===== config.mk =====
export PLATFORM = sky130hd
export DESIGN_NAME = operand_fetch
export DESIGN_NICKNAME = d
export VERILOG_FILES = /design/src/rtl/operand_fetch.sv
export SDC_FILE = /design/constraint.sdc
export NUM_CORES = 2
export LEC_CHECK = 0
export BUFFER_PORTS_ARGS = -buffer_cell sky130_fd_sc_hd__buf_4
export CORE_AREA = 2 2 350 352
export DETAILED_ROUTE_END_ITERATION = 6
export DIE_AREA = 0 0 352 354
export PLACE_DENSITY = 0.66
export SETUP_SLACK_MARGIN = 0.2
export SLEW_MARGIN = 20
export SYNTH_ARGS = -nofsm -noshare
export SYNTH_HDL_FRONTEND = slang
export SYNTH_SLANG_ARGS = --single-unit

===== constraint.sdc =====
create_clock -name clk -period 37 [get_ports clk]
set_input_delay 1.85 -clock clk [delete_from_list [all_inputs] [get_ports clk]]
set_output_delay 1.85 -clock clk [all_outputs]
set_load 0.01 [all_outputs]

===== src/rtl/operand_fetch.sv =====
// operand_fetch: register file, pending-write scoreboard and registered ALU operands.
// Optional macro OPERAND_FETCH_BYPASS_EN forwards same-cycle write-back data to sources.
module operand_fetch #(
    parameter int D_WIDTH = 32,
    parameter int R_ADDR  = 5
) (
    input  logic               clk,
    input  logic               rst,
    input  logic               in_valid,
    output logic               in_ready,
    input  logic [R_ADDR-1:0]  in_rs1,
    input  logic [R_ADDR-1:0]  in_rs2,
    input  logic [R_ADDR-1:0]  in_rd,
    input  logic [3:0]         in_alu_op,
    input  logic [D_WIDTH-1:0] in_imm,
    input  logic               in_use_imm,
    input  logic               in_we,
    input  logic               wb_en,
    input  logic [R_ADDR-1:0]  wb_addr,
    input  logic [D_WIDTH-1:0] wb_data,
    input  logic               flush,
    output logic               out_valid,
    input  logic               out_ready,
    output logic [3:0]         out_alu_op,
    output logic [D_WIDTH-1:0] out_a,
    output logic [D_WIDTH-1:0] out_b,
    output logic [R_ADDR-1:0]  out_rd,
    output logic               out_we
);

    localparam int NREG = 1 << R_ADDR;

    logic [D_WIDTH-1:0] rf [NREG];
    logic [NREG-1:0]    pend;
    logic [NREG-1:0]    pend_nxt;

    logic               rs1_busy;
    logic               rs2_busy;
    logic               rd_busy;
    logic               hazard;
    logic               accept;
    logic [D_WIDTH-1:0] rs1_val;
    logic [D_WIDTH-1:0] rs2_val;

`ifdef OPERAND_FETCH_BYPASS_EN
    logic rs1_hit;
    logic rs2_hit;

    assign rs1_hit  = wb_en && (wb_addr == in_rs1);
    assign rs2_hit  = wb_en && (wb_addr == in_rs2);
    assign rs1_busy = pend[in_rs1] && (in_rs1 != '0) && !rs1_hit;
    assign rs2_busy = pend[in_rs2] && (in_rs2 != '0) && !rs2_hit;
    assign rs1_val  = (in_rs1 == '0) ? '0 :
                      rs1_hit ? wb_data : rf[in_rs1];
    assign rs2_val  = (in_rs2 == '0) ? '0 :
                      rs2_hit ? wb_data : rf[in_rs2];
`else
    assign rs1_busy = pend[in_rs1] && (in_rs1 != '0);
    assign rs2_busy = pend[in_rs2] && (in_rs2 != '0);
    assign rs1_val  = (in_rs1 == '0) ? '0 : rf[in_rs1];
    assign rs2_val  = (in_rs2 == '0) ? '0 : rf[in_rs2];
`endif

    // WAW check is never bypassed: rd must be fully retired first
    assign rd_busy  = in_we && (in_rd != '0) && pend[in_rd];
    assign hazard   = rs1_busy || (!in_use_imm && rs2_busy) || rd_busy;
    assign in_ready = !flush && !hazard && (!out_valid || out_ready);
    assign accept   = in_valid && in_ready;

    // Clears first so a same-cycle set on the same address wins
    always_comb begin
        pend_nxt = pend;
        if (wb_en) begin
            pend_nxt[wb_addr] = 1'b0;
        end
        if (flush && out_valid && out_we) begin
            pend_nxt[out_rd] = 1'b0;
        end
        if (accept && in_we && (in_rd != '0)) begin
            pend_nxt[in_rd] = 1'b1;
        end
    end

    always_ff @(posedge clk or posedge rst) begin
        if (rst) begin
            pend <= '0;
        end else begin
            pend <= pend_nxt;
        end
    end

    always_ff @(posedge clk or posedge rst) begin
        if (rst) begin
            for (int i = 0; i < NREG; i++) begin
                rf[i] <= '0;
            end
        end else if (wb_en && (wb_addr != '0)) begin
            rf[wb_addr] <= wb_data;
        end
    end

    always_ff @(posedge clk or posedge rst) begin
        if (rst) begin
            out_valid  <= 1'b0;
            out_alu_op <= '0;
            out_a      <= '0;
            out_b      <= '0;
            out_rd     <= '0;
            out_we     <= 1'b0;
        end else if (accept) begin
            out_valid  <= 1'b1;
            out_alu_op <= in_alu_op;
            out_a      <= rs1_val;
            out_b      <= in_use_imm ? in_imm : rs2_val;
            out_rd     <= in_rd;
            out_we     <= in_we;
        end else if (flush || out_ready) begin
            out_valid  <= 1'b0;
        end
    end

endmodule


==> impl_metrics.toml <==
[outcome]
run_status = "complete, but fails checks"
violations = "DRC"

[pwr]
powerDensity_mw_per_mm2 = 55.2
power.internal_mw = 2.65
design_power_total_mw = 3.65
ir_worst_vdd_mv = 0.0435
power.share.sequential_pct = 45.6
p_clk_share_pct = 33.7
netSwitchingPower_uw = 1000
p_leak_nw = 28.8
p_sw_share_pct = 27.4
combPwrFrac_pct = 20.7

[timing]
final.setup.tns_ns = 0
timing.final.hold_violations = 0
worst_slew_pin_slew_ns = 1.17
grt_setup_unrepaired = "false"
skew_ns = 0.0343
drv_slew = 0
fin_crit_sh_pct = 17.9
timing.slew.headroom_pct = 22.1
timing.final.setup_violations = 0
timing.final.crit_period_ns = 6.62
fmax_mhz = 151

[setup_path]
startpoint_to_endpoint_class_of_the_critical_path = "in2out"
end_kind = "output port"
critical_path_required_ns = 35.15
arrival_ns = 4.77
worstPathMaxFanout = 72
crit_path_start_kind = "input pin"
reg2regPathDepth = 7

[logic_synthesis]
yosysWarningCount = 0
synth_seq_cells = 1131
ys_top_cells_by_count = "sky130_fd_sc_hd__dfrtp_1 (1,131), sky130_fd_sc_hd__mux2_2 (1,004), sky130_fd_sc_hd__mux4_2 (462), sky130_fd_sc_hd__clkbuf_1 (288), sky130_fd_sc_hd__mux2i_1 (263)"
synth.lib_cells_used.distinct = 52
synth_nets = 4170
edff_count_synth = 0
syn-instance-count = 4074
synth_top_flop_cell = "sky130_fd_sc_hd__dfrtp_1"
synth.largest_area_cell = "sky130_fd_sc_hd__dfrtp_1"
ys_seq_area_share_pct = 47.2
synth_top_cell_area_share_pct = 47.2
synth_area_mm2 = 0.0599
synthArstFlopShare_pct = 100
synth_area_leaders = "sky130_fd_sc_hd__dfrtp_1 (47%), sky130_fd_sc_hd__mux2_2 (19%), sky130_fd_sc_hd__mux4_2 (17%)"
synth_most_common_cell = "sky130_fd_sc_hd__dfrtp_1"
synth.avg_cell_area_um2 = 14.7

[cts]
clock_tree_from_tritoncts = "done"
cts-buffers-inserted = 119
clock_tree.buffer_depth = 3
clk_latency_ns = 0.73
cts_root_buf = "sky130_fd_sc_hd__clkbuf_16"
cts_max_level = 3
cts.hold.buffers_added = 0
post_cts_buffers = 0
clock_transition_at_the_registers_of_the_reported_paths_ns = 0.06
cts_num_sinks = 1131
cts_repair_resize_count = 0

[job]
cap_violations = 0

[global_route]
overflow = 0
grt_pass1_wl_um = 270000
first_global_vias = 38486
antenna_found_initial = 3
gr-usage-all-layers_pct = 29.2
grt_max_degree = 121

[detailed_routing]
via_per_inst = 6.70
drc = 1
drt-total-wl_um = 183000
drt_first_pass_iters = 7
vias = 38189
ant_nets = 0
first_iter_violations = 3736
post_drt_wl_per_cell_um = 32.0

[place]
routabilityCongestion = 0.832
numPortBuffers = 171
placed_cells = 5486
placement.cell_area_mm2 = 0.0621
dp_hpwl_um = 93700

[cells_and_area]
fraction_of_final_layout_cells_sized_beyond_drive_strength_1_pct = 49.2
syn_to_final_growth_pct = 10.4
final_nets = 4078
finalInstanceArea_mm2 = 0.0661
fin_cells = 5701

[hold_path]
worst_hold_path_type = "reg2reg"
timing.hold.worst_path_depth = 0

[floorplanning]
initial_utilization_pct = 49.6
die_height_um = 354
chipWidth_um = 352
die_area_mm2 = 0.125
fp.coreArea_mm2 = 0.121
rows = 128
num_io_pins = 172
## sequential cells by signal (all words and copies together) (netlist names)
signal / count
rf: 1024
out_a: 32
out_b: 32
pend: 32
out_rd: 5
out_alu_op: 4
out_valid: 1
out_we: 1
## metrics by stage
stage	hold slack, ns	setup WS [ns]	utilization, %
after floorplan	0.445	3.30	-
after global placement	0.381	30.25	51.4
after detailed placement	0.385	30.21	51.4
after CTS	0.400	30.27	54.7
after global routing	0.410	30.10	54.7
final	0.396	30.38	54.7
## worst max-delay path, cell delays in order
cell                        delay [ns]
sky130_fd_sc_hd__buf_8            0.61
sky130_fd_sc_hd__buf_4            0.84
sky130_fd_sc_hd__mux4_2           0.60
sky130_fd_sc_hd__nand3_1          0.09
sky130_fd_sc_hd__o2111ai_1        0.15
sky130_fd_sc_hd__a31oi_1          0.33
sky130_fd_sc_hd__buf_4            0.17
## kinds of logic after synthesis
| logic type | after synthesis | synth area share, % |
|---|---|---|
| muxes | 1805 | 42.4 |
| DFF | 1131 | 47.2 |
| buffers and inverters | 458 | 3.31 |
| AOI/OAI and AO/OA | 412 | 4.92 |
| and+or+nand+nor | 268 | 2.10 |
## power groups by stage
stage | Combinational (mW) | Clock, mW | Sequential (mW)
floorplan | 0.576 | 0 | 1.63
global route | 0.809 | 1.30 | 1.70
detailed placement | 0.757 | 0 | 1.68
global placement | 0.740 | 0 | 1.67
finish | 0.756 | 1.23 | 1.67
CTS | 0.759 | 1.25 | 1.66
## path summary, 6_finish.rpt
| path | startpoint | slack (ns) | end |
|---|---|---|---|
| max in group asynchronous | rst | 32.57 | rf[804]$_DFFE_PP0P_ |
| setup / recovery | in_rs1[0] | 30.38 | in_ready |
| setup reg to reg | pend[14]$_DFF_PP0_ | 33.64 | out_a[14]$_DFFE_PP0P_ |
| min in group asynchronous | rst | 1.24 | out_alu_op[2]$_DFFE_PP0P_ |
| hold / removal | rf[1013]$_DFFE_PP0P_ | 0.40 | rf[1013]$_DFFE_PP0P_ |
| hold reg to reg | rf[1013]$_DFFE_PP0P_ | 0.40 | rf[1013]$_DFFE_PP0P_ |
## routing by layer
layer  GRT usage [%]  up-vias  part of all wire, %
met2            47.3     1597                   48
met1            39.9    20584                   41
met5               0        -                    0
li1                -    15646                    -
met4            10.9        0                  3.8
met3            4.89      362                  7.3
## area by class of cell
class	count	area (um^2)
multi-input cells	2485	29900
clock inverters	39	462
clock buffers	174	3530
repair buffers	239	1860
inverters	6	32.5
well taps	1625	2030
diodes	2	5.00
fillers	9828	54800
flip-flops and latches	1131	28300
## placed cells by master (no fill, tap or decap), drive strengths merged, types with 36 or more instances in the layout
| cell | instances |
|---|---|
| mux2i | 263 |
| mux2 | 1080 |
| a21oi | 98 |
| clkbuf | 175 |
| o21ai | 36 |
| nor3 | 68 |
| o22ai | 66 |
| buf | 238 |
| nand2 | 121 |
| mux4 | 462 |
| o221ai | 144 |
| dfrtp | 1131 |
Note: power is estimated with default switching activity, not from simulation.
